--- src/rtl/instr_mem_loader_pkg.sv ---
// Shared types for the instruction memory loader.
// State encoding and word geometry constants.
package instr_mem_loader_pkg;

  typedef enum logic [1:0] {
    S_IDLE,
    S_COLLECT,
    S_WRITE,
    S_DONE
  } state_e;

  localparam int NIBBLES_PER_WORD = 8;
  localparam int WORD_BYTES       = 4;

endpackage

--- src/rtl/instr_mem_loader_if.sv ---
// Loader bus: session control, nibble stream, RAM write port, status.
// slave = loader side, master = host/switch side.
interface instr_mem_loader_if;

  logic        start;
  logic [5:0]  load_words;
  logic        abort;
  logic [3:0]  nibble_in;
  logic        nibble_valid;
  logic        nibble_ready;
  logic        mem_wr_en;
  logic [31:0] mem_addr;
  logic [31:0] mem_wr_data;
  logic        cpu_hold;
  logic        busy;
  logic        done;
  logic        err;
  logic [31:0] checksum;

  modport slave (
    input  start, load_words, abort,
    input  nibble_in, nibble_valid,
    output nibble_ready,
    output mem_wr_en, mem_addr, mem_wr_data,
    output cpu_hold, busy, done, err, checksum
  );

  modport master (
    output start, load_words, abort,
    output nibble_in, nibble_valid,
    input  nibble_ready,
    input  mem_wr_en, mem_addr, mem_wr_data,
    input  cpu_hold, busy, done, err, checksum
  );

endinterface

--- src/rtl/instr_mem_loader_nibble_packer.sv ---
// MSB-first nibble shift register with a 3-bit nibble counter.
// Ports: clear, shift_en, nibble_in in; word_ready, word_next out.
module instr_mem_loader_nibble_packer
  import instr_mem_loader_pkg::*;
(
  input  logic        clk,
  input  logic        rst_n,
  input  logic        clear,
  input  logic        shift_en,
  input  logic [3:0]  nibble_in,
  output logic        word_ready,
  output logic [31:0] word_next
);

  logic [31:0] shift_q, shift_d;
  logic [2:0]  cnt_q, cnt_d;

  // word_next is the word as it stands once this nibble lands
  assign word_next  = {shift_q[27:0], nibble_in};
  assign word_ready = shift_en &
    (cnt_q == 3'(NIBBLES_PER_WORD - 1));

  always_comb begin
    shift_d = shift_q;
    cnt_d   = cnt_q;
    if (clear) begin
      shift_d = '0;
      cnt_d   = '0;
    end else if (shift_en) begin
      shift_d = word_next;
      cnt_d   = cnt_q + 3'd1;
    end
  end

  always_ff @(posedge clk or negedge rst_n) begin
    if (!rst_n) begin
      shift_q <= '0;
      cnt_q   <= '0;
    end else begin
      shift_q <= shift_d;
      cnt_q   <= cnt_d;
    end
  end

endmodule

--- src/rtl/instr_mem_loader.sv ---
// Loads nibble-assembled words into instruction RAM, holding the CPU.
// Ports: clk, rst_n, bus (slave: control, nibbles, RAM write, status).
module instr_mem_loader
  import instr_mem_loader_pkg::*;
#(
  parameter int          DEPTH_WORDS = 32,
  parameter logic [31:0] BASE_ADDR   = 32'h0000_0000
) (
  input  logic              clk,
  input  logic              rst_n,
  instr_mem_loader_if.slave bus
);

  localparam logic [6:0] DEPTH_LIM = 7'(DEPTH_WORDS);

  state_e      state_q, state_d;
  logic [5:0]  count_q, count_d;
  logic [5:0]  idx_q, idx_d;
  logic        rdy_q, rdy_d;
  logic        wr_q, wr_d;
  logic        busy_q, busy_d;
  logic        done_q, done_d;
  logic        err_q, err_d;
  logic [31:0] addr_q, addr_d;
  logic [31:0] data_q, data_d;
  logic [31:0] csum_q, csum_d;

  logic        take;
  logic        pk_clear;
  logic        word_ready;
  logic [31:0] word_next;
  logic        len_ok;

  // rdy_q is only ever set in COLLECT
  assign take   = bus.nibble_valid & rdy_q;
  assign len_ok = (bus.load_words != 6'd0) &&
    ({1'b0, bus.load_words} <= DEPTH_LIM);

  instr_mem_loader_nibble_packer u_packer (
    .clk        (clk),
    .rst_n      (rst_n),
    .clear      (pk_clear),
    .shift_en   (take),
    .nibble_in  (bus.nibble_in),
    .word_ready (word_ready),
    .word_next  (word_next)
  );

  always_comb begin
    state_d  = state_q;
    count_d  = count_q;
    idx_d    = idx_q;
    rdy_d    = rdy_q;
    wr_d     = 1'b0;
    busy_d   = busy_q;
    done_d   = 1'b0;
    err_d    = 1'b0;
    addr_d   = addr_q;
    data_d   = data_q;
    csum_d   = csum_q;
    pk_clear = 1'b0;
    if (state_q != S_IDLE && bus.abort) begin
      state_d  = S_IDLE;
      rdy_d    = 1'b0;
      busy_d   = 1'b0;
      pk_clear = 1'b1;
    end else begin
      unique case (state_q)
        S_IDLE: begin
          if (bus.start && !bus.abort) begin
            if (len_ok) begin
              state_d  = S_COLLECT;
              count_d  = bus.load_words;
              idx_d    = '0;
              csum_d   = '0;
              rdy_d    = 1'b1;
              busy_d   = 1'b1;
              pk_clear = 1'b1;
            end else begin
              err_d = 1'b1;
            end
          end
        end
        S_COLLECT: begin
          // write strobe and checksum land together on WRITE entry
          if (word_ready) begin
            state_d = S_WRITE;
            rdy_d   = 1'b0;
            wr_d    = 1'b1;
            addr_d  = BASE_ADDR +
              32'(idx_q) * 32'(WORD_BYTES);
            data_d  = word_next;
            csum_d  = csum_q ^ word_next;
          end
        end
        S_WRITE: begin
          pk_clear = 1'b1;
          if (idx_q == count_q - 6'd1) begin
            state_d = S_DONE;
            done_d  = 1'b1;
          end else begin
            state_d = S_COLLECT;
            idx_d   = idx_q + 6'd1;
            rdy_d   = 1'b1;
          end
        end
        S_DONE: begin
          state_d = S_IDLE;
          busy_d  = 1'b0;
        end
        default: state_d = S_IDLE;
      endcase
    end
  end

  always_ff @(posedge clk or negedge rst_n) begin
    if (!rst_n) begin
      state_q <= S_IDLE;
      count_q <= '0;
      idx_q   <= '0;
      rdy_q   <= 1'b0;
      wr_q    <= 1'b0;
      busy_q  <= 1'b0;
      done_q  <= 1'b0;
      err_q   <= 1'b0;
      addr_q  <= BASE_ADDR;
      data_q  <= '0;
      csum_q  <= '0;
    end else begin
      state_q <= state_d;
      count_q <= count_d;
      idx_q   <= idx_d;
      rdy_q   <= rdy_d;
      wr_q    <= wr_d;
      busy_q  <= busy_d;
      done_q  <= done_d;
      err_q   <= err_d;
      addr_q  <= addr_d;
      data_q  <= data_d;
      csum_q  <= csum_d;
    end
  end

  assign bus.nibble_ready = rdy_q;
  assign bus.mem_wr_en    = wr_q;
  assign bus.mem_addr     = addr_q;
  assign bus.mem_wr_data  = data_q;
  assign bus.cpu_hold     = busy_q;
  assign bus.busy         = busy_q;
  assign bus.done         = done_q;
  assign bus.err          = err_q;
  assign bus.checksum     = csum_q;

endmodule

--- src/flat_wrapper.sv ---
// flat-port wrapper written by rule: the top's interface ports become plain ports
module instr_mem_loader_flat import instr_mem_loader_pkg::*;
#(
  parameter int          DEPTH_WORDS = 32,
  parameter logic [31:0] BASE_ADDR   = 32'h0000_0000
)
  (clk, rst_n, bus_start, bus_load_words, bus_abort, bus_nibble_in, bus_nibble_valid, bus_nibble_ready, bus_mem_wr_en, bus_mem_addr, bus_mem_wr_data, bus_cpu_hold, bus_busy, bus_done, bus_err, bus_checksum);
  instr_mem_loader_if bus_i ();
  input  logic clk;
  input  logic rst_n;
  input wire logic [$bits(bus_i.start)-1:0] bus_start;
  input wire logic [$bits(bus_i.load_words)-1:0] bus_load_words;
  input wire logic [$bits(bus_i.abort)-1:0] bus_abort;
  input wire logic [$bits(bus_i.nibble_in)-1:0] bus_nibble_in;
  input wire logic [$bits(bus_i.nibble_valid)-1:0] bus_nibble_valid;
  output wire logic [$bits(bus_i.nibble_ready)-1:0] bus_nibble_ready;
  output wire logic [$bits(bus_i.mem_wr_en)-1:0] bus_mem_wr_en;
  output wire logic [$bits(bus_i.mem_addr)-1:0] bus_mem_addr;
  output wire logic [$bits(bus_i.mem_wr_data)-1:0] bus_mem_wr_data;
  output wire logic [$bits(bus_i.cpu_hold)-1:0] bus_cpu_hold;
  output wire logic [$bits(bus_i.busy)-1:0] bus_busy;
  output wire logic [$bits(bus_i.done)-1:0] bus_done;
  output wire logic [$bits(bus_i.err)-1:0] bus_err;
  output wire logic [$bits(bus_i.checksum)-1:0] bus_checksum;
  assign bus_i.start = bus_start;
  assign bus_i.load_words = bus_load_words;
  assign bus_i.abort = bus_abort;
  assign bus_i.nibble_in = bus_nibble_in;
  assign bus_i.nibble_valid = bus_nibble_valid;
  assign bus_nibble_ready = bus_i.nibble_ready;
  assign bus_mem_wr_en = bus_i.mem_wr_en;
  assign bus_mem_addr = bus_i.mem_addr;
  assign bus_mem_wr_data = bus_i.mem_wr_data;
  assign bus_cpu_hold = bus_i.cpu_hold;
  assign bus_busy = bus_i.busy;
  assign bus_done = bus_i.done;
  assign bus_err = bus_i.err;
  assign bus_checksum = bus_i.checksum;
  instr_mem_loader #(.DEPTH_WORDS(DEPTH_WORDS), .BASE_ADDR(BASE_ADDR)) u_core (.clk(clk), .rst_n(rst_n), .bus(bus_i));
endmodule
--- config.mk ---
export PLATFORM = sky130hd
export DESIGN_NAME = instr_mem_loader_flat
export DESIGN_NICKNAME = d
export VERILOG_FILES = /design/src/rtl/instr_mem_loader_pkg.sv /design/src/rtl/instr_mem_loader_if.sv /design/src/rtl/instr_mem_loader_nibble_packer.sv /design/src/rtl/instr_mem_loader.sv /design/src/flat_wrapper.sv
export SDC_FILE = /design/constraint.sdc
export NUM_CORES = 1
export LEC_CHECK = 0
export BUFFER_PORTS_ARGS = -buffer_cell sky130_fd_sc_hd__buf_4
export CAP_MARGIN = 20
export CORE_UTILIZATION = 25
export CTS_CLUSTER_SIZE = 8
export DETAILED_ROUTE_END_ITERATION = 10
export SYNTH_ARGS = -nofsm -noshare
export SYNTH_HDL_FRONTEND = slang
export SYNTH_SLANG_ARGS = --single-unit
--- constraint.sdc ---
create_clock -name clk -period 2.6 [get_ports clk]
set_clock_uncertainty 0.15 [all_clocks]
set_input_delay 0.26 -clock clk [delete_from_list [all_inputs] [get_ports clk]]
set_output_delay 0.26 -clock clk [all_outputs]
set_load 0.02 [all_outputs]
==> results.json <==
{
  "status": "finished with violations",
  "violations": "design-rule violations",
  "clk_pin_slew_ns": 0.06,
  "cts_setup_buffers": 0,
  "cts_buffers": 17,
  "cts-root-buf": "clkbuf_16",
  "ir_worst_vdd_v": 0.000367,
  "grt_max_degree": 121,
  "drt-initial-drc-count": 142,
  "pwr_density_cell_nw_per_um2": 956,
  "maxSlewViolCount": 0,
  "period_minus_slack_ns": 2.53,
  "fill_cells": 2222,
  "pwr-share-comb_pct": 29.1,
  "hold_viol": 0,
  "drive_above_1_share_pct": 28.0,
  "syn_area_um2": 5630,
  "synthFlopType": "dfrtp_1",
  "fmax_mhz": 395,
  "min_period_over_period_pct": 97.3,
  "cts_tree": "yes",
  "initial_core_util_pct": 25.6,
  "boundaryPins": 117,
  "grtUsageTotal_pct": 12.8,
  "setup_tns_ns": 0,
  "pwr-share-clk_pct": 36.9,
  "place.gp.congestion": 0.735,
  "vias": 4262,
  "crit_type": "in2reg",
  "die_h_um": 152,
  "overflow": 0,
  "crit_path_start_kind": "input port",
  "min_path_type": "in2reg",
  "slew_headroom_pct": 50.9,
  "routed_wl_um": 14100,
  "tightest_slew_ns": 0.737,
  "yosysSeqAreaShare_pct": 53.4,
  "cp_max_fo": 8,
  "htree_levels": 4,
  "core_area_um2": 22000,
  "post_drt_wl_per_cell_um": 14.7,
  "remaining_drc_errors": 13,
  "antenna_found_initial": 0,
  "required_ns": 2.74,
  "ant_nets": 0,
  "cp-end-kind": "flip-flop",
  "cap_violations": 0,
  "clock-sinks": 120,
  "synth-edff-count": 0,
  "place.port_buffers": 90,
  "ys_ff_latch": 120,
  "dp_hpwl_um": 9170,
  "die_x_um": 152,
  "worst_hold_slack_ns": 0.0755,
  "setup_viol": 0,
  "switchingPower_mw": 2.37,
  "rows": 54,
  "synth_warnings": 0,
  "synthArstFlopShare_pct": 100,
  "power_leakage_nw": 3.44,
  "die_area_um2": 23100,
  "rsz0062_at_grt": "true",
  "clkLatencyLatePin_ns": 0.41,
  "finalInstanceArea_um2": 7410,
  "nets": 689,
  "syn2layout_area_growth_pct": 31.7,
  "switching_share_pct": 33.4,
  "syn_inst": 556,
  "grt_pass1_vias": 4171,
  "grt_pass1_wl_um": 23200,
  "mostFrequentLayoutCell": "dfrtp_1",
  "synth.avg_cell_area_um2": 10.1,
  "seq_power_share_pct": 34.0,
  "dpl_cell_area_um2": 6610,
  "arrival_ns": 2.67,
  "drtPass1Iterations": 9,
  "layout_common_cells": "dfrtp_1, buf_4, nand2_1",
  "p_int_mw": 4.72,
  "routed_via_density": 4.45,
  "synth.distinct_cells": 47,
  "clock_path_buffers": 2,
  "n_antenna_cell": 0
}
==> cell usage after synthesis, drive strengths merged (3+ instances only) <==
cell type / n / area share, %
a21boi: 3 / 0.40
o31ai: 3 / 0.49
mux2: 43 / 8.9
clkbuf: 19 / 1.4
xor2: 3 / 0.47
inv: 13 / 0.87
nor2: 40 / 2.7
o211ai: 4 / 0.53
a21oi: 32 / 2.8
nand2b: 34 / 3.8
dfrtp: 120 / 53
nand3: 7 / 0.62
xnor2: 6 / 0.93
nor3: 7 / 0.62
or3: 4 / 0.44
o21ai: 73 / 6.5
buf: 35 / 4.5
mux2i: 3 / 0.53
ha: 9 / 2.0
nand2: 76 / 5.1
==> sequential cells by signal, summed over array words and instances (netlist names), 2 cells and up <==
| signal | flops |
|---|---|
| u_core.state_q | 2 |
| u_core.bus.mem_wr_data | 32 |
| u_core.u_packer.cnt_q | 3 |
| u_core.bus.mem_addr | 6 |
| u_core.bus.checksum | 32 |
| u_core.u_packer.shift_q | 28 |
| u_core.count_q | 6 |
| u_core.idx_q | 6 |
==> cells by family (layout without fill, tap and decap cells) <==
group | after synthesis | after routing | synth area share, %
multiplexers | 46 | 46 | 9.40
buffers and inverters | 68 | 164 | 6.85
AND/OR/NAND/NOR | 181 | 181 | 14.9
flip-flops | 120 | 120 | 53.4
AO/OA/AOI/OAI | 122 | 123 | 12.0
other | 1 | 26 | 0.0666
XOR/XNOR | 9 | 9 | 1.40
adder cells (fa/ha/maj) | 9 | 9 | 2.00
==> power groups by stage <==
stage,Sequential [mW],Combinational [mW],Clock (mW)
after floorplan,2.52,1.20,0
after global placement,2.44,2.01,0
after detailed placement,2.44,2.05,0
after CTS,2.42,2.07,2.69
after global routing,2.46,2.28,2.76
final,2.41,2.06,2.62
==> per-stage QoR <==
| step | power (mW) | setup WS, ns | utilization, % | instances |
|---|---|---|---|---|
| CTS | 7.17 | 0.0804 | 33.6 | 957 |
| finish | 7.08 | 0.0706 | 33.8 | 958 |
| floorplan | 3.72 | 0.212 | - | 581 |
| detailed placement | 4.49 | 0.179 | 30.1 | 913 |
| global route | 7.50 | 0.0000890 | 33.8 | 958 |
| global placement | 4.45 | 0.225 | 30.1 | 913 |
==> worst max-delay path: stages <==
cell           delay (ns)
dlygate4sd3_1        0.53
buf_4                0.14
or4_4                0.57
or3_1                0.37
and2_4               0.18
and3_1               0.28
mux2_4               0.34
==> layout make-up <==
cell class              instances  area, um^2  area share (%)
flip-flops and latches        120        3000            40.5
multi-input cells             394        2370            32.0
repair buffers                118         986            13.3
clock buffers                  20         457            6.16
well taps                     280         350            4.72
clock inverters                12         196            2.65
inverters                      14        52.6           0.709
==> worst paths after layout <==
path / start / end / slack [ns] / depth (start not counted)
setup / recovery: bus_load_words[0] / u_core.count_q[2]$_DFFE_PN0P_ / 0.07 / 7
hold / removal: bus_abort / u_core.bus.err$_DFF_PN0_ / 0.08 / 3
setup reg to reg: u_core.state_q[1]$_DFFE_PN0P_ / u_core.bus.checksum[6]$_DFFE_PN0P_ / 0.24 / 7
hold reg to reg: u_core.bus.checksum[28]$_DFFE_PN0P_ / u_core.bus.checksum[28]$_DFFE_PN0P_ / 0.34 / 1
max in group asynchronous: rst_n / u_core.bus.mem_wr_data[11]$_DFFE_PN0P_ / 1.41 / 3
min in group asynchronous: rst_n / u_core.bus.mem_wr_data[5]$_DFFE_PN0P_ / 0.28 / 3
==> layer usage <==
metal	vias to the layer above	GRT usage [%]	part of all wire [%]
li1	2053	-	-
met1	2099	16.0	46
met2	95	21.5	49
met3	15	2.97	3.8
met4	0	4.86	1.3
met5	-	0	0
==> what timing repair did <==
| item | in CTS | in global routing |
|---|---|---|
| hold buffers | 12 | 0 |
| endpoints found under the setup margin | 0 | 32 |
| resized for setup | 0 | 5 |
| hold endpoints to repair | 139 | 0 |
Note: power is estimated with default switching activity, not from simulation.
